## config.mk

```make
export PLATFORM = sky130hd
export DESIGN_NAME = reg_pipe
export DESIGN_NICKNAME = d
export VERILOG_FILES = /design/src/rtl/reg_pipe_pkg.sv /design/src/rtl/reg_pipe_stage.sv /design/src/rtl/reg_pipe.sv
export SDC_FILE = /design/constraint.sdc
export NUM_CORES = 1
export LEC_CHECK = 0
export CORE_ASPECT_RATIO = 1.5
export CORE_UTILIZATION = 46
export CTS_CLUSTER_DIAMETER = 100
export DETAILED_ROUTE_END_ITERATION = 7
export PLACE_DENSITY_LB_ADDON = 0.2
export SLEW_MARGIN = 0
export SYNTH_ARGS = -nofsm -noshare
export SYNTH_HDL_FRONTEND = slang
export SYNTH_SLANG_ARGS = --single-unit
```

## constraint.sdc

```tcl
create_clock -name clk -period 1.6 [get_ports clk]
set_input_delay 0.32 -clock clk [delete_from_list [all_inputs] [get_ports clk]]
set_output_delay 0.32 -clock clk [all_outputs]
set_load 0.02 [all_outputs]
```

## src/rtl/reg_pipe_pkg.sv

```systemverilog
// Shared helpers for the bubble-collapsing register pipeline.
// Holds the stage-acceptance rule so the stage and the top agree on it.
package reg_pipe_pkg;

   // A stage can take a new word when it is empty or its own word is leaving.
   function automatic logic stage_can_load(input logic valid, input logic advance);
      return !valid || advance;
   endfunction

endpackage

```

## src/rtl/reg_pipe_stage.sv

```systemverilog
// One pipeline stage: valid bit plus data register, loading only real words.
// The advance input says whether this stage's current word leaves at the next edge.
module reg_pipe_stage
   import reg_pipe_pkg::*;
#(
   parameter int               WIDTH     = 8,
   parameter logic [WIDTH-1:0] RESET_VAL = '0
) (
   input  logic             clk,
   input  logic             reset,
   input  logic             flush,
   input  logic             up_valid,
   input  logic [WIDTH-1:0] up_data,
   input  logic             advance,
   output logic             valid,
   output logic [WIDTH-1:0] data
);

   logic             valid_reg;
   logic [WIDTH-1:0] data_reg;
   logic             load;

   assign load  = stage_can_load(valid_reg, advance);
   assign valid = valid_reg;
   assign data  = data_reg;

   always_ff @(posedge clk or negedge reset) begin
      if (!reset) begin
         valid_reg <= 1'b0;
         data_reg  <= RESET_VAL;
      end else begin
         if (flush) begin
            valid_reg <= 1'b0;
         end else if (load) begin
            valid_reg <= up_valid;
         end
         // Bubbles never overwrite the data register.
         if (!flush && load && up_valid) begin
            data_reg <= up_data;
         end
      end
   end

endmodule

```

## src/rtl/reg_pipe.sv

```systemverilog
// Valid/ready register pipeline of DEPTH stages with bubble collapsing,
// synchronous flush and asynchronous active-low reset.
module reg_pipe
   import reg_pipe_pkg::*;
#(
   parameter int               WIDTH     = 8,
   parameter int               DEPTH     = 4,
   parameter logic [WIDTH-1:0] RESET_VAL = '0
) (
   input  logic                       clk,
   input  logic                       reset,
   input  logic                       flush,
   input  logic                       in_valid,
   input  logic [WIDTH-1:0]           in_data,
   output logic                       in_ready,
   output logic                       out_valid,
   output logic [WIDTH-1:0]           out_data,
   input  logic                       out_ready,
   output logic [$clog2(DEPTH+1)-1:0] count
);

   localparam int CW = $clog2(DEPTH + 1);

   logic [DEPTH-1:0] v;
   logic [DEPTH-1:0] adv;
   logic [WIDTH-1:0] d [DEPTH];

   // Advance ripples back from the output: a stage moves on if the next one can load.
   always_comb begin
      adv            = '0;
      adv[DEPTH-1]   = out_ready;
      for (int i = DEPTH - 2; i >= 0; i--) begin
         adv[i] = stage_can_load(v[i+1], adv[i+1]);
      end
   end

   assign in_ready  = reset && !flush && stage_can_load(v[0], adv[0]);
   assign out_valid = v[DEPTH-1];
   assign out_data  = d[DEPTH-1];

   always_comb begin
      count = '0;
      for (int i = 0; i < DEPTH; i++) begin
         count = count + CW'(v[i]);
      end
   end

   for (genvar gi = 0; gi < DEPTH; gi++) begin : stage_gen
      logic             up_valid_w;
      logic [WIDTH-1:0] up_data_w;

      if (gi == 0) begin : head
         assign up_valid_w = in_valid && in_ready;
         assign up_data_w  = in_data;
      end else begin : body
         assign up_valid_w = v[gi-1];
         assign up_data_w  = d[gi-1];
      end

      reg_pipe_stage #(
         .WIDTH    (WIDTH),
         .RESET_VAL(RESET_VAL)
      ) u_stage (
         .clk     (clk),
         .reset   (reset),
         .flush   (flush),
         .up_valid(up_valid_w),
         .up_data (up_data_w),
         .advance (adv[gi]),
         .valid   (v[gi]),
         .data    (d[gi])
      );
   end

endmodule

```

==> impl_metrics.json, run 1 <==
{
  "status": "finished with violations",
  "violations": "negative setup slack",
  "synth-seq-cells": 36,
  "finalCritPeriodShare_pct": 131,
  "power_frac_comb_pct": 21.4,
  "critical_path.max_fanout": 2,
  "die_x_um": 48.6,
  "boundaryPins": 26,
  "tightest_slew_ns": 0.391,
  "power_density_nw_per_um2": 1070,
  "rows": 25,
  "yosysMostFrequentCell": "dfrtp_1",
  "synth_area_leaders": "dfrtp_1, mux2_2, mux2_4, mux2_1, ha_1",
  "clk_latency_ns": 0.28,
  "yosys_most_used_dff": "dfrtp_1",
  "worstHoldPathType": "primary input to async pin",
  "p_clk_share_pct": 26.8,
  "end_kind": "output pin",
  "antenna_found_initial": 0,
  "cts_root_buffer": "clkbuf_8",
  "grt_overflow": 0,
  "syn_inst": 95,
  "cts_buffer_depth": 2,
  "ant_nets": 0,
  "grt_pass1_wl_um": 4920,
  "synth_warnings": 0,
  "cts_tree": "built",
  "first_pass_iters": 4,
  "hold_buffers": 0,
  "dp_hpwl_um": 1970,
  "fin_crit_ns": 2.10,
  "vias_per_cell": 4.97,
  "synth.top_cell.area_share_pct": 60.2,
  "power_frac_seq_pct": 51.8,
  "reg2reg_from": "stage_gen[3].u_stage.valid",
  "slowest_delay_ns": 0.54,
  "nNetsFinal": 165,
  "intPower_mw": 1.81,
  "cap_violations": 0,
  "critical_path_required_ns": 1.28,
  "die_area_um2": 3490,
  "h-tree-depth": 2,
  "slew_headroom_pct": 73.9,
  "p_sw_share_pct": 23.9,
  "port_buffers": 25,
  "diodes": 0,
  "crit_start": "stage_gen[3].u_stage.valid",
  "routed_wirelength_um": 2860,
  "syn_area_um2": 1500,
  "syn_to_final_growth_pct": 48.2,
  "clock_skew_ns": 0.00642,
  "yosysSeqAreaShare_pct": 60.2,
  "track_usage_pct": 19.6,
  "setup_tns_ns": -12.01,
  "p_leak_nw": 1.19,
  "die_h_um": 71.9,
  "fillers": 213,
  "endpoint": "count[1]",
  "synth.net_count": 111,
  "vias": 944,
  "synthArstFlopShare_pct": 100,
  "hold_viol_final": 0,
  "yosys-top-cells-count": "dfrtp_1, mux2_2, mux2_4, nor2_1, inv_1",
  "timing.rr.end": "stage_gen[1].u_stage.data[4]",
  "pre_cts_slack_ns": -0.689,
  "drive_gt1_share_pct": 54.7,
  "power_switching_uw": 570,
  "drc": 0,
  "cts_made_buffers": 5,
  "core_area_um2": 3130,
  "timing.fmax_mhz": 475,
  "critPathArrivalTime_ns": 1.78,
  "maxSlewViolCount": 0,
  "ys_types": 20,
  "start_kind": "flop",
  "gp_congestion": 0.824,
  "max-vdd-ir-drop_mv": 0.993,
  "grt_pass1_vias": 1040,
  "cts_sinks": 36,
  "initial_core_util_pct": 47.8,
  "r2r_slack_ns": -0.39,
  "detail_route.iter0.violations": 20,
  "crit_chain": "inv_2 -> fa_1 -> inv_2 -> ha_4 -> ha_4 -> buf_6",
  "cts.clk_slew.worst_paths_ns": 0.07,
  "final-setup-viol-count": 36,
  "largest_reg_flops": 32,
  "path_class": "flop to output pin",
  "cp_slowest_cell": "fa_1",
  "grt_setup_unrepaired": "yes",
  "fin_ws_ns": -0.504,
  "rr_worst_depth": 7,
  "p_total_mw": 2.38,
  "yosysTopAreaCell": "dfrtp_1",
  "routedWlPerCell_um": 15.0,
  "synth_edf_count": 0,
  "avgSynthCellArea_um2": 15.8,
  "grt_max_degree": 33
}
metal layers:
metal / GRT usage [%] / share of wire [%] / vias up
li1: - / - / 432
met1: 21.8 / 40 / 488
met2: 34.1 / 55 / 19
met3: 5.73 / 3.0 / 5
met4: 9.48 / 1.5 / 0
met5: 0 / 0 / -
metrics by stage:
step | instances | hold slack, ns | util (%) | area (um^2)
after floorplan | 95 | 0.0244 | - | 1520
after detailed placement | 178 | 0.486 | 62.6 | 1960
after global placement | 178 | 0.471 | 62.6 | 1960
after CTS | 189 | 0.373 | 70.4 | 2200
after global routing | 190 | 0.388 | 70.9 | 2220
final | 190 | 0.377 | 70.9 | 2220
critical path, delay by kind of cell (launching register included):
kind                     cells  cell delay [ns]
flip-flops                   1             0.37
adder cells (fa/ha/maj)      3             0.94
buffers and inverters        3             0.18
power by group through the flow:
stage	Clock, mW	Sequential, mW	Combinational (mW)
after floorplan	0	1.24	0.254
after global placement	0	1.23	0.429
after detailed placement	0	1.24	0.444
after CTS	0.663	1.23	0.523
after global routing	0.707	1.26	0.548
final	0.638	1.23	0.511
cell families (layout without fill, tap and decap cells):
group | after synthesis | in the layout | synth area share [%]
multiplexers | 32 | 32 | 26.1
flip-flops | 36 | 36 | 60.2
AND/OR/NAND/NOR | 12 | 12 | 5.44
buffers and inverters | 8 | 63 | 2.68
adder cells (fa/ha/maj) | 3 | 3 | 3.01
AO/OA/AOI/OAI | 4 | 4 | 2.59
area by class of cell:
class / instances / area, um^2 / share of cell area (%)
multi-input cells: 51 / 668 / 30.1
clock inverters: 2 / 10.0 / 0.451
clock buffers: 6 / 82.6 / 3.72
repair buffers: 50 / 485 / 21.9
well taps: 40 / 50.0 / 2.26
flip-flops and latches: 36 / 902 / 40.7
inverters: 5 / 18.8 / 0.846
worst min path at each step:
stage,endpoint,slack (ns),cells past startpoint
6_report,stage_gen[3].u_stage.valid,0.38,2
5_1_grt,stage_gen[2].u_stage.valid,0.39,2
4_1_cts,stage_gen[3].u_stage.valid,0.37,2
3_5_place_dp,stage_gen[2].u_stage.data[4],0.49,1
3_3_place_gp,stage_gen[2].u_stage.data[6],0.47,1
2_1_floorplan,stage_gen[0].u_stage.data[0],0.02,0
repair_timing:
action / CTS / global route
pin swaps: 6 / 3
setup endpoints to repair: 37 / 44
setup buffers: 3 / 2
gates resized for setup: 58 / 11
layout by cell type (no fill, tap or decap), drive strengths merged, types with 2 or more instances in the layout:
master         instances
dfrtp                 36
mux2                  32
buf                   29
clkdlybuf4s50         13
dlymetal6s2s           7
clkbuf                 7
nor2                   5
inv                    5
a21oi                  2
ha                     2
clkinv                 2
nand2                  2
Power figures use the tool's default switching activity.
==> run 2, diff against run 1 <==
--- a/config.mk
+++ b/config.mk
@@ -5,10 +5,13 @@
 export SDC_FILE = /design/constraint.sdc
 export NUM_CORES = 1
 export LEC_CHECK = 0
+export ABC_CLOCK_PERIOD_IN_PS = 1600
 export CORE_ASPECT_RATIO = 1.5
+export CORE_MARGIN = 3
 export CORE_UTILIZATION = 46
 export CTS_CLUSTER_DIAMETER = 100
 export DETAILED_ROUTE_END_ITERATION = 7
+export MAX_ROUTING_LAYER = met4
 export PLACE_DENSITY_LB_ADDON = 0.2
 export SLEW_MARGIN = 0
 export SYNTH_ARGS = -nofsm -noshare
==> impl_metrics.json, run 2 (synthesized netlist as in run 1, its figures left out) <==
{
  "vias_per_cell": 4.97,
  "end_kind": "output pin",
  "critPathArrivalTime_ns": 1.81,
  "cts.clk_slew.worst_paths_ns": 0.07,
  "detail_route.iter0.violations": 13,
  "cts_made_buffers": 5,
  "crit_chain": "inv_2 -> fa_1 -> inv_2 -> ha_4 -> ha_4 -> buf_6",
  "whs_ns": 0.448,
  "final-setup-viol-count": 36,
  "antenna_found_initial": 0,
  "cap_violations": 0,
  "grt_pass1_vias": 1000,
  "cp_num_buf_inv": 3,
  "vias": 909,
  "routedWlPerCell_um": 16.8,
  "routed_wirelength_um": 3080,
  "cp_slowest_cell": "fa_1",
  "p_leak_nw": 1.15,
  "diodes": 0,
  "critical_path.max_fanout": 2,
  "place_area_um2": 1940,
  "status": "finished with violations",
  "nNetsFinal": 159,
  "worstHoldPathType": "primary input to async pin",
  "drc": 0,
  "slowest_delay_ns": 0.54,
  "final_cell_mix": "dfrtp_1, mux2_4, clkdlybuf4s50_1",
  "die_area_um2": 3990,
  "grt_overflow": 0,
  "fin_ws_ns": -0.525,
  "finish.utilization_pct": 73.0,
  "largest_reg_flops": 32,
  "cts_sinks": 36,
  "core_area_um2": 3000,
  "initial_core_util_pct": 49.8,
  "cts_tree": "built",
  "start_kind": "flop",
  "maxSlewViolCount": 0,
  "max-vdd-ir-drop_mv": 1.17,
  "gp_congestion": 0.749,
  "cts_buffer_depth": 2,
  "dp_hpwl_um": 2040,
  "power_density_nw_per_um2": 1150,
  "final_common_cell": "dfrtp_1",
  "die_h_um": 75.9,
  "grt_max_degree": 21,
  "syn_to_final_growth_pct": 46.5,
  "boundaryPins": 26,
  "tightest_slew_ns": 0.261,
  "critical-path-top-delay-family": "adder cells",
  "p_total_mw": 2.52,
  "timing.fmax_mhz": 471,
  "hold_buffers": 0,
  "critical_path_required_ns": 1.28,
  "grt_setup_unrepaired": "yes",
  "fin_crit_ns": 2.13,
  "violations": "negative setup slack",
  "track_usage_pct": 19.0,
  "hold_viol_final": 0,
  "path_class": "flop to output pin",
  "ant_nets": 0,
  "clock_skew_ns": 0.00846,
  "finalCritPeriodShare_pct": 133,
  "rows": 24,
  "final_cell_area_um2": 2190,
  "cts_root_buffer": "clkbuf_8",
  "port_buffers": 25,
  "die_x_um": 52.6,
  "drive_gt1_share_pct": 52.1,
  "h-tree-depth": 2,
  "slew_headroom_pct": 82.6,
  "clk_latency_ns": 0.29,
  "grt_pass1_wl_um": 5040,
  "pre_cts_slack_ns": -0.697,
  "first_pass_iters": 3
}
==> run 2: layout make-up <==
cell class	count	area (um^2)
inverters	5	18.8
multi-input cells	51	669
well taps	39	48.8
clock inverters	2	35.0
repair buffers	44	445
flip-flops and latches	36	902
fillers	206	811
clock buffers	6	72.6
==> run 2: layer usage <==
| layer | track usage (%) | part of all wire [%] | vias to the layer above |
|---|---|---|---|
| li1 | - | - | 419 |
| met1 | 22.0 | 41 | 463 |
| met2 | 30.9 | 54 | 22 |
| met3 | 4.70 | 3.8 | 5 |
| met4 | 8.52 | 2.0 | 0 |
| met5 | - | 0 | - |
==> run 2: path summary, 6_finish.rpt <==
check	start	endpoint	slack (ns)	cells past startpoint
min reg2reg	stage_gen[1].u_stage.data[3]	stage_gen[1].u_stage.data[3]	0.51	1
max reg2reg	stage_gen[3].u_stage.valid	stage_gen[1].u_stage.data[7]	-0.20	6
min	reset	stage_gen[2].u_stage.data[4]	0.45	2
min in group clk	stage_gen[1].u_stage.data[3]	stage_gen[1].u_stage.data[3]	0.51	1
max	stage_gen[0].u_stage.valid	count[1]	-0.53	6
max in group asynchronous	reset	stage_gen[3].u_stage.valid	0.90	2
==> run 2: metrics by stage <==
step,TNS (ns),instances
global placement,-14.80,173
CTS,-7.28,182
finish,-6.45,183
floorplan,-0.331,95
global route,-7.85,183
detailed placement,-15.86,173
==> run 2: what timing repair did <==
| item | 4_1_cts | 5_1_grt |
|---|---|---|
| buffers inserted | 1 | 3 |
| resized for setup | 57 | 10 |
| pin swaps | 4 | 4 |
| endpoints found under the setup margin | 37 | 42 |
==> run 2: power breakdown <==
part	switching (mW)	total [mW]	internal (mW)
clock network	0.312	0.774	0.462
logic	0.165	0.514	0.350
registers	0.115	1.23	1.12
total	0.591	2.52	1.93
